File: src/rtl/mxv_result_collector.sv
// Result collector: captures flagged MxV result words into a first-word-fall-through
// FIFO and streams them downstream, tagging the last word. Optional: MXV_COLLECT_OVF_DETECT_EN.
module mxv_result_collector #(
  parameter int unsigned DATA_WIDTH = 16,
  parameter int unsigned DEPTH      = 8
) (
  input  logic                  clk_i,
  input  logic                  reset_ni,
  input  logic                  start_i,
  input  logic [7:0]            matrix_size_real_i,
  input  logic                  result_push_i,
  input  logic [DATA_WIDTH-1:0] result_data_i,
  output logic                  out_valid_o,
  output logic [DATA_WIDTH-1:0] out_data_o,
  input  logic                  out_ready_i,
  output logic                  out_last_o,
  output logic                  busy_o,
  output logic                  done_o,
  output logic                  full_o,
  output logic                  empty_o,
  output logic                  overflow_o
);

  localparam int unsigned ADDR_WIDTH = (DEPTH > 1) ? $clog2(DEPTH) : 1;
  localparam int unsigned OCC_W      = ADDR_WIDTH + 1;
  localparam int unsigned CNT_W      = 8;

  typedef enum logic [1:0] {
    S_IDLE    = 2'd0,
    S_COLLECT = 2'd1,
    S_DRAIN   = 2'd2,
    S_DONE    = 2'd3
  } state_e;

  state_e                  state_q, state_d;
  logic [CNT_W-1:0]        size_q, size_d;
  logic [CNT_W-1:0]        cap_cnt_q, cap_cnt_d;
  logic [CNT_W-1:0]        sent_cnt_q, sent_cnt_d;
  logic [ADDR_WIDTH-1:0]   wr_ptr_q, wr_ptr_d;
  logic [ADDR_WIDTH-1:0]   rd_ptr_q, rd_ptr_d;
  logic [OCC_W-1:0]        occ_q, occ_d;
  logic                    full_q, full_d;
  logic                    empty_q, empty_d;
  logic                    last_q, last_d;
  logic                    busy_q, busy_d;
  logic                    done_q, done_d;
  logic [DATA_WIDTH-1:0]   mem_q [DEPTH];

  logic start_acc;
  logic push_take;
  logic push_acc;
  logic pop;

  // Handshake decode: a push counts toward the operation even when it is dropped.
  always_comb begin
    start_acc = (state_q == S_IDLE) && start_i && (matrix_size_real_i != '0);
    pop       = !empty_q && out_ready_i;
    push_take = (state_q == S_COLLECT) && result_push_i && (cap_cnt_q < size_q);
    push_acc  = push_take && (!full_q || pop);
  end

  // Next-state and datapath control.
  always_comb begin
    state_d    = state_q;
    size_d     = size_q;
    cap_cnt_d  = cap_cnt_q;
    sent_cnt_d = sent_cnt_q + CNT_W'(pop);
    wr_ptr_d   = wr_ptr_q;
    rd_ptr_d   = rd_ptr_q;
    occ_d      = OCC_W'(occ_q + OCC_W'(push_acc) - OCC_W'(pop));

    if (push_acc) wr_ptr_d = wr_ptr_q + ADDR_WIDTH'(1);
    if (pop)      rd_ptr_d = rd_ptr_q + ADDR_WIDTH'(1);

    unique case (state_q)
      S_IDLE: begin
        if (start_acc) begin
          size_d     = matrix_size_real_i;
          cap_cnt_d  = '0;
          sent_cnt_d = '0;
          state_d    = S_COLLECT;
        end
      end
      S_COLLECT: begin
        if (push_take) cap_cnt_d = cap_cnt_q + CNT_W'(1);
        if (cap_cnt_q == size_q) state_d = S_DRAIN;
      end
      S_DRAIN: begin
        // An empty FIFO here means dropped words will never arrive.
        if ((sent_cnt_q == size_q) || empty_q) state_d = S_DONE;
      end
      S_DONE: begin
        state_d = S_IDLE;
      end
      default: begin
        state_d = S_IDLE;
      end
    endcase

    full_d  = (occ_d == OCC_W'(DEPTH));
    empty_d = (occ_d == '0);
    last_d  = !empty_d && (sent_cnt_d == CNT_W'(size_d - CNT_W'(1)));
    busy_d  = (state_d == S_COLLECT) || (state_d == S_DRAIN);
    done_d  = (state_d == S_DONE);
  end

  // Control and status registers.
  always_ff @(posedge clk_i or negedge reset_ni) begin
    if (!reset_ni) begin
      state_q    <= S_IDLE;
      size_q     <= '0;
      cap_cnt_q  <= '0;
      sent_cnt_q <= '0;
      wr_ptr_q   <= '0;
      rd_ptr_q   <= '0;
      occ_q      <= '0;
      full_q     <= 1'b0;
      empty_q    <= 1'b1;
      last_q     <= 1'b0;
      busy_q     <= 1'b0;
      done_q     <= 1'b0;
    end else begin
      state_q    <= state_d;
      size_q     <= size_d;
      cap_cnt_q  <= cap_cnt_d;
      sent_cnt_q <= sent_cnt_d;
      wr_ptr_q   <= wr_ptr_d;
      rd_ptr_q   <= rd_ptr_d;
      occ_q      <= occ_d;
      full_q     <= full_d;
      empty_q    <= empty_d;
      last_q     <= last_d;
      busy_q     <= busy_d;
      done_q     <= done_d;
    end
  end

  // Storage is cleared on reset so out_data reads zero afterwards.
  always_ff @(posedge clk_i or negedge reset_ni) begin
    if (!reset_ni) begin
      for (int i = 0; i < int'(DEPTH); i++) mem_q[i] <= '0;
    end else if (push_acc) begin
      mem_q[wr_ptr_q] <= result_data_i;
    end
  end

`ifdef MXV_COLLECT_OVF_DETECT_EN
  logic overflow_q, overflow_d;
  logic push_drop;
  logic idle_push;

  // Sticky until the next accepted start.
  always_comb begin
    push_drop  = push_take && full_q && !pop;
    idle_push  = (state_q == S_IDLE) && result_push_i;
    overflow_d = overflow_q;
    if (start_acc)                   overflow_d = 1'b0;
    else if (push_drop || idle_push) overflow_d = 1'b1;
  end

  always_ff @(posedge clk_i or negedge reset_ni) begin
    if (!reset_ni) overflow_q <= 1'b0;
    else           overflow_q <= overflow_d;
  end

  assign overflow_o = overflow_q;
`else
  assign overflow_o = 1'b0;
`endif

  assign out_valid_o = !empty_q;
  assign out_data_o  = mem_q[rd_ptr_q];
  assign out_last_o  = last_q;
  assign busy_o      = busy_q;
  assign done_o      = done_q;
  assign full_o      = full_q;
  assign empty_o     = empty_q;

endmodule

File: config.mk
export PLATFORM = sky130hd
export DESIGN_NAME = mxv_result_collector
export DESIGN_NICKNAME = d
export VERILOG_FILES = /design/src/rtl/mxv_result_collector.sv
export SDC_FILE = /design/constraint.sdc
export NUM_CORES = 1
export LEC_CHECK = 0
export CORE_ASPECT_RATIO = 0.75
export CORE_MARGIN = 1.5
export CORE_UTILIZATION = 50
export DETAILED_ROUTE_END_ITERATION = 8
export PLACE_DENSITY = 0.69
export SYNTH_ARGS = -nofsm -noshare
export SYNTH_HDL_FRONTEND = slang
export SYNTH_SLANG_ARGS = --single-unit
File: constraint.sdc
create_clock -name clk_i -period 4.3 [get_ports clk_i]
set_input_delay 0.86 -clock clk_i [delete_from_list [all_inputs] [get_ports clk_i]]
set_output_delay 0.86 -clock clk_i [all_outputs]
set_load 0.01 [all_outputs]
# After elaboration in Yosys (flattened, before gate mapping)
# Index checks and enable logic that the tools add are counted.
[word_totals] reg_bits=169 latchBits=0 mem_bits_rw=0 rom_bits=0 memories=0
[classes] n_addsub=7 mul=0 n_div=0 order_cmp=4 n_eq_ne=12 shifts=0 n_mux=17 bitwise=2 reduce_logical=19
[op_table] op="bitwise mux 128 bit" count=1
[op_table] op="binary-select mux 16 bit (select 3 bit)" count=1
[op_table] op="demux 16 bit (select 3 bit)" count=1
[op_table] op="2-to-1 mux 16 bit" count=3
[op_table] op="2-to-1 mux 8 bit" count=6
[op_table] op="== test 8 bit" count=3
[op_table] op="one-hot mux 8 bit (2 select lines)" count=1
[op_table] op="adder 8 x 1 -> 8 bit" count=1
[op_table] op="adder 8 x 1 -> 8 bit (second input constant)" count=1
[op_table] op="== test 2 bit (second input constant)" count=4
[op_table] op="greater-or-equal comparator 4 bit (second input constant)" count=2
[op_table] op="logical AND 1 bit" count=8
[op_table] op="less-than comparator 8 bit" count=1
[op_table] op="inverter 3 -> 4 bit" count=2
[op_table] op="one-hot mux 2 bit (4 select lines)" count=1
[op_table] op="nonzero test 8 bit" count=1
[op_table] op="subtractor 8 x 1 -> 8 bit (second input constant)" count=1
[op_table] op="adder 3 x 1 -> 3 bit (second input constant)" count=2
[op_table] op="2-to-1 mux 2 bit" count=3
[op_table] op="adder 4 x 1 -> 4 bit" count=1
[op_table] op="== test 2 x 1 -> 1 bit (second input constant)" count=2
[op_table] op="== test 4 bit (second input constant)" count=1
[op_table] op="zero test 4 bit" count=1
[op_table] op="less-than comparator 4 x 1 -> 1 bit (second input constant)" count=1
[op_table] op="7 further kinds" count=12

# Longest topological paths before layout
[logic_depth] word_depth=9 depth_mapped=17 ltp_nobuf=16

# Worst setup path after synthesis
# No wires, ideal clock.
[synth_path] kind="input-to-reg" startpoint="input port matrix_size_real_i[0]" endpoint="register last_q (netlist: out_last_o)" setup_ns=0.111 arrival_time_ns=3.546 setup_slack_ns=0.643 cell_stages=12 path_cell_list="or4_4 -> buf_6 -> o21a_1 -> buf_6 -> a21oi_1 -> ha_1 -> nor3b_1 -> o311ai_2 -> a211oi_1 -> o211ai_1 -> a211o_1 -> a2111oi_2"
[synth_between] elab_chain_cells=7 word_cells_on_any_way=9
[synth_rtl] item="from (decl)" line_no="10" source="input logic [7:0] matrix_size_real_i,"
[synth_rtl] item="nonzero test 8 bit" line_no="56" source="start_acc = (state_q == S_IDLE) && start_i && (matrix_size_real_i != '0);"
[synth_rtl] item="logical AND 1 bit" line_no="56"
[synth_rtl] item="2-to-1 mux 8 bit" line_no="77" source="if (start_acc) begin"
[synth_rtl] item="2-to-1 mux 8 bit" line_no="75" source="unique case (state_q)"
[synth_rtl] item="subtractor 8 x 1 -> 8 bit" line_no="102" source="last_d = !empty_d && (sent_cnt_d == CNT_W'(size_d - CNT_W'(1)));"
[synth_rtl] item="== test 8 bit (*)" line_no="102"
[synth_rtl] item="logical AND 1 bit (*)" line_no="102"
[synth_rtl] item="named net last_d" line_no="44" source="logic last_q, last_d;"
[synth_rtl] item="to (signal assigned)" line_no="132" source="last_q <= last_d;"
[synth_rtl] item="to (decl)" line_no="44"
# The timed path passes the listed nets; every way through them passes the cells marked *.
# A chain may end at the register's enable or synchronous reset.

# Final worst setup path
[layout_path] startpoint="input port matrix_size_real_i[3]" endpoint="register last_q (netlist: out_last_o)"
# Same word-level chain as after synthesis.

==> parameters.txt <==
Parameter                              Value

Die
  Die X-Extent ... 153 um
  Initial cell density of the core ... 51.9%
  Count of boundary I/O pins ... 52
  Die Span Y ... 116 um
  Floorplan core area ... 0.0163 mm2
  Area of the die ... 0.0177 mm2
  Count of standard-cell rows ... 40

Cells and area
  Number of nets in the layout ... 718
  Post-Layout Inst Area ... 0.00980 mm2
  Antenna diode count ... 0
  Fraction of layout instances using a drive strength above 1 ... 35.3%
  Number of cells in the finished layout apart from fillers ... 892
  Highest-count cells in the layout ignoring fill and taps ... sky130_fd_sc_hd__dfrtp_1, sky130_fd_sc_hd__mux2_2, sky130_fd_sc_hd__clkdlybuf4s50_1
  Most frequent standard cell in the layout excluding fill and tap cells ... sky130_fd_sc_hd__dfrtp_1
  Syn-to-layout area delta ... 16.0%

Placed design
  Cell area after placement ... 0.00921 mm2
  Post-placement worst setup slack ... 194 ps
  Routability cong. ... 0.867
  Detailed Place HPWL ... 11.7 mm
  Port buffer count ... 50
  Placed Cells incl. Taps ... 860

STA
  Slew Viols, Final ... 0
  Setup TNS after final layout ... 0 ps
  Final count of hold timing violations ... 0
  Number of setup violations in the final report ... 0
  Rel. slew slack ... 32.1%
  Final Cycle Share ... 86.4%
  Worst-case clock skew ... 10.6 ps
  Final Worst Setup Slack ... 586 ps
  Actual transition at the worst max-transition pin ... 1020 ps
  Unrepaired setup endpoints after global routing ... false
  Final Critical Period ... 3710 ps
  FMAX ... 269 MHz

Synthesis
  Synthesis Warnings ... 0
  Mapped Nets ... 660
  Post-Synthesis Cell Area ... 0.00845 mm2
  Most instantiated flip-flop cell in the synthesis netlist ... sky130_fd_sc_hd__dfrtp_1
  #FFs+latches synth ... 169
  Synthesized area per cell ... 13.8 um2
  Post-synthesis sequential area ratio ... 50.1%
  Fraction of registers with async set or reset after synthesis ... 100%
  Post-synthesis instance total ... 611
  Number of synthesized flops with an enable pin ... 0
  Synth cell types ... 69

Clocking
  H-tree levels ... 4
  Post-cts sizing count ... 0
  Source-to-sink clock delay at the later pin of the worst-skew pair ... 430 ps
  CTS tree ... done
  Number of hold-repair buffers added at the cts stage ... 0
  Buffer depth of the longest clock path ... 2
  Number of buffers added by the clock tree synthesis step ... 17
  CTS root buffer ... sky130_fd_sc_hd__clkbuf_16
  Total number of clock tree sinks ... 169
  Buffers inserted during post-CTS setup optimization ... 0
  Clock-pin slew on the worst setup and hold paths ... 60 ps

GRT
  First-pass GRT wire length ... 29.2 mm
  Antenna violations before repair ... 0
  Largest net degree at the start of global routing ... 111
  Overall overflow remaining after global route ... 0
  Vias in the first global route ... 5,444
  GRT Overall Usage ... 21.7%

Setup path
  Slowest-stage cell, CP ... sky130_fd_sc_hd__or4_4
  CP Class ... in -> reg
  CP Data Arrival Time ... 4030 ps
  Critical Path RT ... 4610 ps
  Delay-heaviest family, CP ... compound AO/OA/AOI/OAI gates
  Critical path peak fanout ... 4
  Critical Path Source ... matrix_size_real_i[3]
  Beginning of the worst register-to-register path ... size_q[1]
  Kind of capture point of the worst setup path ... flip-flop
  Largest stage delay on the critical path ... 540 ps
  Buf+Inv Stages, Crit Path ... 1
  Cells along the critical path ... clkdlybuf4s50_1 -> or4_4 -> o21a_1 -> a21oi_1 -> ha_1 -> nor3b_1 -> o311ai_2 -> a211oi_1 -> o211ai_1 -> a211o_1 -> a2111oi_2
  Launching element type of the critical path ... input pin

Status
  Result of the run ... finished with violations
  Violated checks ... DRC

Power and ir drop
  Worst vdd ir ... 0.317 mV
  Pwr dens ... 794 mW/mm2
  Lkg Pwr ... 0.00427 uW

Drt
  Starting DRC count in detailed routing ... 319
  DRC violations left ... 4
  Wire length after detailed routing ... 18.0 mm
  Remaining antenna violation count ... 0
  Number of vias after detailed routing ... 5,214
  First-pass detailed-route iteration total ... 7
  Number of vias per cell ... 5.85
  Detail-routed net length per standard cell ... 20.2 um

Hold path
  Path type of the worst min-delay path ... reg -> reg
  HP Start ... mem_q[28]

Run
  # Max-Cap Violations ... 0
## Yosys cell counts, types with 4 or more instances
cell type	count	share of area, %
sky130_fd_sc_hd__nor2b_1	4	0.30
sky130_fd_sc_hd__mux4_2	32	8.5
sky130_fd_sc_hd__a21o_1	4	0.36
sky130_fd_sc_hd__mux2_4	10	1.8
sky130_fd_sc_hd__nand2_1	33	1.5
sky130_fd_sc_hd__mux2_2	134	18
sky130_fd_sc_hd__o211ai_1	4	0.36
sky130_fd_sc_hd__dfrtp_1	168	50
sky130_fd_sc_hd__and2_1	6	0.44
sky130_fd_sc_hd__nor2_1	15	0.67
sky130_fd_sc_hd__buf_6	6	0.80
sky130_fd_sc_hd__clkbuf_1	13	0.58
sky130_fd_sc_hd__a21oi_1	11	0.65
sky130_fd_sc_hd__nand3_1	10	0.59
sky130_fd_sc_hd__o21ai_0	8	0.47
sky130_fd_sc_hd__xnor2_1	11	1.1
sky130_fd_sc_hd__or4_1	6	0.53
sky130_fd_sc_hd__xor2_1	13	1.3
sky130_fd_sc_hd__ha_1	19	2.8
sky130_fd_sc_hd__o31ai_1	4	0.36
sky130_fd_sc_hd__inv_1	21	0.93
sky130_fd_sc_hd__buf_2	8	0.47
## flip-flops by register name (all words and copies together) (netlist names)
signal,flops
rd_ptr_q,3
wr_ptr_q,3
done_o,1
cap_cnt_q,8
empty_o,1
busy_o,1
occ_q,4
mem_q,128
out_last_o,1
size_q,8
full_o,1
state_q,2
sent_cnt_q,8
## cells by family (layout without fill, tap and decap cells)
kind of cell             count (synthesis)  after routing  share of synthesized area (%)
AO/OA/AOI/OAI                           58             58                           5.20
XOR/XNOR                                25             25                           2.76
adder cells (fa/ha/maj)                 20             20                           3.05
buffers and inverters                   53            124                           3.08
flip-flops                             169            169                           50.1
multiplexers                           179            179                           28.5
other                                    1              1                         0.0444
AND/OR/NAND/NOR                        106            106                           7.26
## area by class of cell
type	instances	area (um2)
multi-input combinational	389	3960
clock inverter	8	92.6
tap	210	263
inverter	22	85.1
timing repair buffer	70	677
sequential	169	4230
clock buffer	24	492
fill	1287	6470
## power by group
part | internal [uW] | total [uW] | switching [uW]
logic | 2010 | 3370 | 1360
registers | 2340 | 2890 | 555
clock network | 912 | 1520 | 603
## path summary, 6_finish.rpt
check	slack [ps]	cells past startpoint	endpoint
max	590	11	out_last_o
min	500	1	mem_q[28]
max reg2reg	650	16	out_last_o
min reg2reg	500	1	mem_q[28]
max in group asynchronous	2840	2	mem_q[103]
min in group asynchronous	570	1	mem_q[48]
## worst reg2reg max path, stage by stage (launching register included)
cell	delay, ps
sky130_fd_sc_hd__dfrtp_1	440
sky130_fd_sc_hd__inv_1	110
sky130_fd_sc_hd__ha_1	310
sky130_fd_sc_hd__nor2b_1	130
sky130_fd_sc_hd__o21bai_1	120
sky130_fd_sc_hd__a21o_1	200
sky130_fd_sc_hd__and4_1	280
sky130_fd_sc_hd__inv_4	80
sky130_fd_sc_hd__ha_1	280
sky130_fd_sc_hd__inv_1	40
sky130_fd_sc_hd__ha_1	190
sky130_fd_sc_hd__fa_1	380
sky130_fd_sc_hd__xor2_1	180
sky130_fd_sc_hd__or3_1	170
sky130_fd_sc_hd__o21ai_1	70
sky130_fd_sc_hd__a211o_1	290
sky130_fd_sc_hd__a2111oi_2	270
## layer usage
layer	GRT usage [%]	vias to the layer above	wire (um)
met5	0	-	0
met2	34.9	103	8550
met4	5.49	0	87
li1	-	2369	-
met3	4.56	8	623
met1	30.5	2734	8720
## stage by stage
| stage | power [uW] | hold WS, ps | utilization, % |
|---|---|---|---|
| 3_3_place_gp | 6140 | 481 | 56.6 |
| 5_1_grt | 8240 | 514 | 60.2 |
| 3_5_place_dp | 6280 | 490 | 56.6 |
| 2_1_floorplan | 5190 | 471 | - |
| 4_1_cts | 7830 | 504 | 60.2 |
| 6_report | 7780 | 502 | 60.2 |
No activity file was read; power rests on OpenSTA's default activity.
